### config.mk
export PLATFORM = sky130hd
export DESIGN_NAME = display_scanner_flat
export DESIGN_NICKNAME = d
export VERILOG_FILES = /design/src/rtl/display_pkg.sv /design/src/rtl/display_scanner_if.sv /design/src/rtl/display_scanner_scan_timer.sv /design/src/rtl/display_scanner.sv /design/src/flat_wrapper.sv
export SDC_FILE = /design/constraint.sdc
export NUM_CORES = 1
export LEC_CHECK = 0
export ABC_AREA = 1
export CAP_MARGIN = 10
export CORE_MARGIN = 4
export CORE_UTILIZATION = 40
export DETAILED_ROUTE_END_ITERATION = 10
export SLEW_MARGIN = 30
export SYNTH_ARGS = -nofsm -noshare
export SYNTH_HDL_FRONTEND = slang
export SYNTH_SLANG_ARGS = --single-unit
export TNS_END_PERCENT = 10
### constraint.sdc
create_clock -name Clock -period 1.9 [get_ports Clock]
set_clock_uncertainty 0.15 [all_clocks]
set_input_delay 0.19 -clock Clock [delete_from_list [all_inputs] [get_ports Clock]]
set_output_delay 0.19 -clock Clock [all_outputs]
set_load 0.02 [all_outputs]
### src/rtl/display_pkg.sv
// Shared constants and helpers for the seven-segment scanner: polarity,
// blank/hex segment patterns and counter width sizing.
package display_pkg;

  localparam logic [7:0] SEG_BLANK = 8'h00;

  // Active-high gfedcba patterns for hex digits 0-F.
  localparam logic [6:0] HEX7 [16] = '{
    7'h3F, 7'h06, 7'h5B, 7'h4F, 7'h66, 7'h6D, 7'h7D, 7'h07,
    7'h7F, 7'h6F, 7'h77, 7'h7C, 7'h39, 7'h5E, 7'h79, 7'h71
  };

  function automatic int cnt_w(input int n);
    return (n > 1) ? $clog2(n) : 1;
  endfunction

  function automatic logic pol(input logic v, input bit act_low);
    return v ^ act_low;
  endfunction

endpackage

### src/rtl/display_scanner_if.sv
// Logic-side bundle of the scanner: shadowed display inputs, live blank,
// and the registered pin-level outputs.
interface display_scanner_if #(
  parameter int NUM_DIGITS = 4,
  parameter int SEG_W      = 7,
  parameter int BRIGHT_W   = 3
);
  logic [NUM_DIGITS*SEG_W-1:0] digit_data;
  logic [NUM_DIGITS-1:0]       digit_en;
  logic [BRIGHT_W-1:0]         brightness;
  logic                        blank;
  logic [SEG_W-1:0]            seg;
  logic [NUM_DIGITS-1:0]       anode;
  logic                        frame_tick;

  modport master (output digit_data, digit_en, brightness, blank,
                  input  seg, anode, frame_tick);
  modport slave  (input  digit_data, digit_en, brightness, blank,
                  output seg, anode, frame_tick);
endinterface

### src/rtl/display_scanner_scan_timer.sv
// Slot/digit sequencer: slot_cnt runs 0..SCAN_DIV-1, idx steps on each wrap,
// frame_edge flags the idx N-1 -> 0 edge and frame_tick is its registered pulse.
module scan_timer
  import display_pkg::*;
#(
  parameter  int SCAN_DIV   = 250000,
  parameter  int NUM_DIGITS = 4,
  localparam int SLOT_W     = cnt_w(SCAN_DIV),
  localparam int IDX_W      = cnt_w(NUM_DIGITS)
) (
  input  logic              Clock,
  input  logic              Resetn,
  output logic [SLOT_W-1:0] slot_cnt,
  output logic [IDX_W-1:0]  idx,
  output logic              frame_edge,
  output logic              frame_tick
);

  localparam logic [SLOT_W-1:0] SLOT_LAST = SLOT_W'(SCAN_DIV - 1);
  localparam logic [IDX_W-1:0]  IDX_LAST  = IDX_W'(NUM_DIGITS - 1);

  logic slot_wrap;

  assign slot_wrap  = (slot_cnt == SLOT_LAST);
  assign frame_edge = slot_wrap && (idx == IDX_LAST);

  always_ff @(posedge Clock or negedge Resetn) begin
    if (!Resetn) begin
      slot_cnt   <= '0;
      idx        <= '0;
      frame_tick <= 1'b0;
    end else begin
      frame_tick <= frame_edge;
      if (slot_wrap) begin
        slot_cnt <= '0;
        idx      <= (idx == IDX_LAST) ? '0 : idx + 1'b1;
      end else begin
        slot_cnt <= slot_cnt + 1'b1;
      end
    end
  end

endmodule

### src/rtl/display_scanner.sv
// Time-multiplexed N-digit seven-segment driver with dead time, PWM dimming
// and frame-synchronous shadow loading of the display inputs.
module display_scanner
  import display_pkg::*;
#(
  parameter int NUM_DIGITS  = 4,
  parameter int SEG_W       = 7,
  parameter int SCAN_DIV    = 250000,
  parameter int DEAD_CYC    = 2,
  parameter int BRIGHT_W    = 3,
  parameter int SEG_ACT_LOW = 1,
  parameter int AN_ACT_LOW  = 1
) (
  input logic              Clock,
  input logic              Resetn,
  display_scanner_if.slave bus
);

  localparam int SLOT_W = cnt_w(SCAN_DIV);
  localparam int IDX_W  = cnt_w(NUM_DIGITS);
  localparam logic [SLOT_W-1:0]     DEAD_V  = SLOT_W'(DEAD_CYC);
  localparam logic [NUM_DIGITS-1:0] AN_OFF  = (AN_ACT_LOW != 0) ? '1 : '0;
  localparam logic [SEG_W-1:0]      SEG_OFF = (SEG_ACT_LOW != 0) ? '1 : '0;

  logic [SLOT_W-1:0] slot_cnt;
  logic [IDX_W-1:0]  idx;
  logic              frame_edge;
  logic              frame_tick_q;

  scan_timer #(.SCAN_DIV(SCAN_DIV), .NUM_DIGITS(NUM_DIGITS)) u_timer (
    .Clock      (Clock),
    .Resetn     (Resetn),
    .slot_cnt   (slot_cnt),
    .idx        (idx),
    .frame_edge (frame_edge),
    .frame_tick (frame_tick_q)
  );

  logic [NUM_DIGITS-1:0][SEG_W-1:0] data_sh;
  logic [NUM_DIGITS-1:0]            en_sh;
  logic [BRIGHT_W-1:0]              bright_sh;
  logic [BRIGHT_W-1:0]              pwm_cnt;
  logic [NUM_DIGITS-1:0]            anode_q, an_d;
  logic [SEG_W-1:0]                 seg_q, seg_d, seg_lit;
  logic                             on;

  // Blank is deliberately live; everything else is seen only through shadows.
  always_comb begin
    on      = en_sh[idx] && (slot_cnt >= DEAD_V) && (pwm_cnt <= bright_sh) && !bus.blank;
    seg_lit = on ? data_sh[idx] : SEG_BLANK[SEG_W-1:0];
    an_d    = '0;
    seg_d   = '0;
    for (int i = 0; i < NUM_DIGITS; i++)
      an_d[i] = pol(on && (idx == IDX_W'(i)), AN_ACT_LOW != 0);
    for (int b = 0; b < SEG_W; b++)
      seg_d[b] = pol(seg_lit[b], SEG_ACT_LOW != 0);
  end

  always_ff @(posedge Clock or negedge Resetn) begin
    if (!Resetn) begin
      data_sh   <= '0;
      en_sh     <= '0;
      bright_sh <= '0;
      pwm_cnt   <= '0;
      anode_q   <= AN_OFF;
      seg_q     <= SEG_OFF;
    end else begin
      pwm_cnt <= pwm_cnt + 1'b1;
      anode_q <= an_d;
      seg_q   <= seg_d;
      if (frame_edge) begin
        data_sh   <= bus.digit_data;
        en_sh     <= bus.digit_en;
        bright_sh <= bus.brightness;
      end
    end
  end

  assign bus.anode      = anode_q;
  assign bus.seg        = seg_q;
  assign bus.frame_tick = frame_tick_q;

endmodule

### src/flat_wrapper.sv
// flat-port wrapper written by rule: the top's interface ports become plain ports
module display_scanner_flat import display_pkg::*;
#(
  parameter int NUM_DIGITS  = 4,
  parameter int SEG_W       = 7,
  parameter int SCAN_DIV    = 250000,
  parameter int DEAD_CYC    = 2,
  parameter int BRIGHT_W    = 3,
  parameter int SEG_ACT_LOW = 1,
  parameter int AN_ACT_LOW  = 1
)
  (Clock, Resetn, bus_digit_data, bus_digit_en, bus_brightness, bus_blank, bus_seg, bus_anode, bus_frame_tick);
  display_scanner_if #(.NUM_DIGITS(NUM_DIGITS), .SEG_W(SEG_W), .BRIGHT_W(BRIGHT_W)) bus_i ();
  input logic Clock;
  input logic Resetn;
  input wire logic [$bits(bus_i.digit_data)-1:0] bus_digit_data;
  input wire logic [$bits(bus_i.digit_en)-1:0] bus_digit_en;
  input wire logic [$bits(bus_i.brightness)-1:0] bus_brightness;
  input wire logic [$bits(bus_i.blank)-1:0] bus_blank;
  output wire logic [$bits(bus_i.seg)-1:0] bus_seg;
  output wire logic [$bits(bus_i.anode)-1:0] bus_anode;
  output wire logic [$bits(bus_i.frame_tick)-1:0] bus_frame_tick;
  assign bus_i.digit_data = bus_digit_data;
  assign bus_i.digit_en = bus_digit_en;
  assign bus_i.brightness = bus_brightness;
  assign bus_i.blank = bus_blank;
  assign bus_seg = bus_i.seg;
  assign bus_anode = bus_i.anode;
  assign bus_frame_tick = bus_i.frame_tick;
  display_scanner #(.NUM_DIGITS(NUM_DIGITS), .SEG_W(SEG_W), .SCAN_DIV(SCAN_DIV), .DEAD_CYC(DEAD_CYC), .BRIGHT_W(BRIGHT_W), .SEG_ACT_LOW(SEG_ACT_LOW), .AN_ACT_LOW(AN_ACT_LOW)) u_core (.Clock(Clock), .Resetn(Resetn), .bus(bus_i));
endmodule
==> run metrics <==
status completed; Ports 50; die area 10200 um^2; met3 WL post-DR 457 um; core area 8300 um^2; port buffer count 49; Synth top area share 0.426; Worst Path Buf+Inv 1; drt drc 0; WL met1 4.10 mm; routed length on met2 3.68 mm; Synth cell types 25; Ys Warns 0; min cycle time layout 1830 ps; biggest area consumer among synthesized cells dfrtp_1; Slew Viols, Final 0; Max VDD drop 286 uV; TritonCTS Buffers 9; vias in the first global route 2739; mapped cell area 3460 um^2; pwr dens 676 nW/um^2; post-route setup slack 73.6 ps; Die Span X 101 um; Max clock buf depth 2; Hold Crit Class input pin to async pin; post-CTS setup repair buffer count 0; ranking of synthesized cells by instance count nand2_1, dfrtp_1, nor2_1; gp weighted congestion 0.870; Reg area 1770 um^2; DP Worst Slack -89.3 ps; WP data required 1560 ps; H-tree Lvls 3; Total GRT Usage 0.169; DRT Wirelength 8.35 mm; Rows 33; Crit path largest cell delay 600 ps; global route overflow 0; most frequent cell after synthesis nand2_1; Setup crit start kind flip-flop; period utilization 0.961; CTS clk-pin slew, worst paths 70 ps; crit path max fanout 1; critical path class flip-flop to primary output; die height 101 um; DR vias/cell 5.01; Net Count, Synth 463; Slowest-stage cell, CP clkdlybuf4s50_1; ys async rst share 1.00; synthesized netlist cell count 415; CTS tree built; Reg2Reg Depth 8; Peak Freq 548 MHz; area of the multi-input gates 1510 um^2; setup TNS 0 ps; EDFF count, synth 0; Fin. Hold Viols 0; via count 2943; Net count, final 525; Final ANT Viol Nets 0; LEAKAGE 0.00206 uW; syn avg cell area 8.35 um^2; worst slew pin tran 490 ps; crit end category primary output; initial antenna violation count 0; Synth Register Bits 70; fillers 822; TritonCTS Sinks 70; CTS root buffer clkbuf_8; Critical Path Stages 1; layout cell share with drive strength beyond 1 0.135; top cells by area, synth dfrtp_1, nand2_1, dfstp_2; crit-path cells clkdlybuf4s50_1; top_reg_cell synth dfrtp_1; HPWL after DPL 5.83 mm; RSZ-0062 raised after global routing true; detailed-router iteration count before antenna repair 6; DRT iter0 DRCs 216; Initial Util 0.417; largest net degree at the start of global routing 71; Routed wire per std cell 14.2 um; Top delay family on crit path buffers and inverters; Setup violations, final 0; maxcap violations 0; diode count 0; Highest Signal Layer met4; first-pass GRT wire length 13.2 mm; Area growth, synth to finish 27.4%; Slew HR 0.671; Arr. time, crit path 1490 ps; post-synthesis sequential area ratio 0.510; Worst-Skew Late Latency 350 ps
registers in the layout (all words and copies together), names as in the netlist:
register / flops
u_core.pwm_cnt: 3
u_core.en_sh: 4
u_core.bus.anode: 4
u_core.u_timer.idx: 2
u_core.bus.seg: 7
u_core.data_sh: 28
u_core.u_timer.slot_cnt: 18
u_core.u_timer.frame_tick: 1
u_core.bright_sh: 3
final timing paths:
path | start | slack [ps] | endpoint
worst max register to register | u_core.u_timer.slot_cnt[0] | 100 | u_core.bus.anode[0]
max in group asynchronous | Resetn | 1020 | u_core.bus.anode[1]
worst min-delay path | Resetn | 220 | u_core.u_timer.slot_cnt[8]
min in group Clock | bus_digit_data[17] | 250 | u_core.data_sh[17]
worst max-delay path | u_core.bus.seg[6] | 70 | bus_seg[6]
worst min register to register | u_core.pwm_cnt[0] | 300 | u_core.pwm_cnt[0]
routing by layer:
layer	vias to the layer above	global-route usage
li1	1487	-
met1	1370	0.246
met2	76	0.241
met3	10	0.0457
met4	0	0.0573
met5	-	0
timing repair:
action / 4_1_cts / 5_1_grt
gates resized for setup: 2 / 5
hold buffers: 1 / 0
cloned: 0 / 2
endpoints found under the setup margin: 11 / 36
pin swaps: 0 / 1
hold endpoints to repair: 59 / 0
stage by stage:
stage	hold slack (ps)	util	total power [uW]	std cells	instance area, um^2
6_report	221	0.532	2990	587	4410
5_1_grt	243	0.532	3100	587	4410
2_1_floorplan	-256	-	1560	415	3460
3_5_place_dp	95.5	0.499	1690	568	4140
3_3_place_gp	89.9	0.499	1690	568	4140
4_1_cts	238	0.527	3020	585	4380
cell families (layout without fill, tap and decap cells):
logic type | count (synthesis) | after routing | synth area share
AOI/OAI and AO/OA | 24 | 24 | 0.0372
buffers and inverters | 52 | 117 | 0.0665
DFF | 70 | 70 | 0.510
xor gates and xnor gates | 11 | 11 | 0.0278
and+or+nand+nor | 248 | 250 | 0.323
adders and majority gates | 10 | 10 | 0.0361
report_power, final:
group | leakage, uW | internal (uW) | switching (uW)
clock network | 0.000106 | 742 | 584
logic | 0.00122 | 87.8 | 63.4
registers | 0.000739 | 1500 | 2.88
total | 0.00206 | 2330 | 651
area by class of cell:
cell class	instances	area share
repair buffers	69	0.150
inverters	32	0.0281
multi-input cells	295	0.342
clock inverters	7	0.0221
clock buffers	9	0.0281
flip-flops and latches	70	0.400
well taps	105	0.0298
cell usage in the layout (no fill, tap or decap):
cell               n
buf_4             17
and2_1             1
clkbuf_8           9
dfstp_2           11
clkinv_2           1
nor2_4             1
nand2_2            3
clkdlybuf4s50_1   48
clkinvlp_4         3
nor2_8             1
nor2_1            57
bufinv_16          2
xnor2_1            2
buf_12             2
inv_2              3
o21ai_0           15
inv_1             28
ha_2               1
nand3_4            2
nor3_1             2
dfrtp_1           59
dlygate4sd3_1      1
ha_1               9
nor2_2             1
inv_6              1
nand4_1           39
nand3_2            2
o22ai_1            7
or2_2              3
a21oi_1            2
buf_2              1
xor2_1             9
nand3_1           26
nand2_1          112
clkinv_4           1
worst register-to-register path, stage by stage, from the launching register on:
cell     delay (ps)
dfrtp_1         360
buf_4           130
inv_1            40
ha_1            210
nor2_1          110
nand3_1          70
nor2_1          170
nand3_2         290
nand3_1         200
No activity file was read; power rests on OpenSTA's default activity.
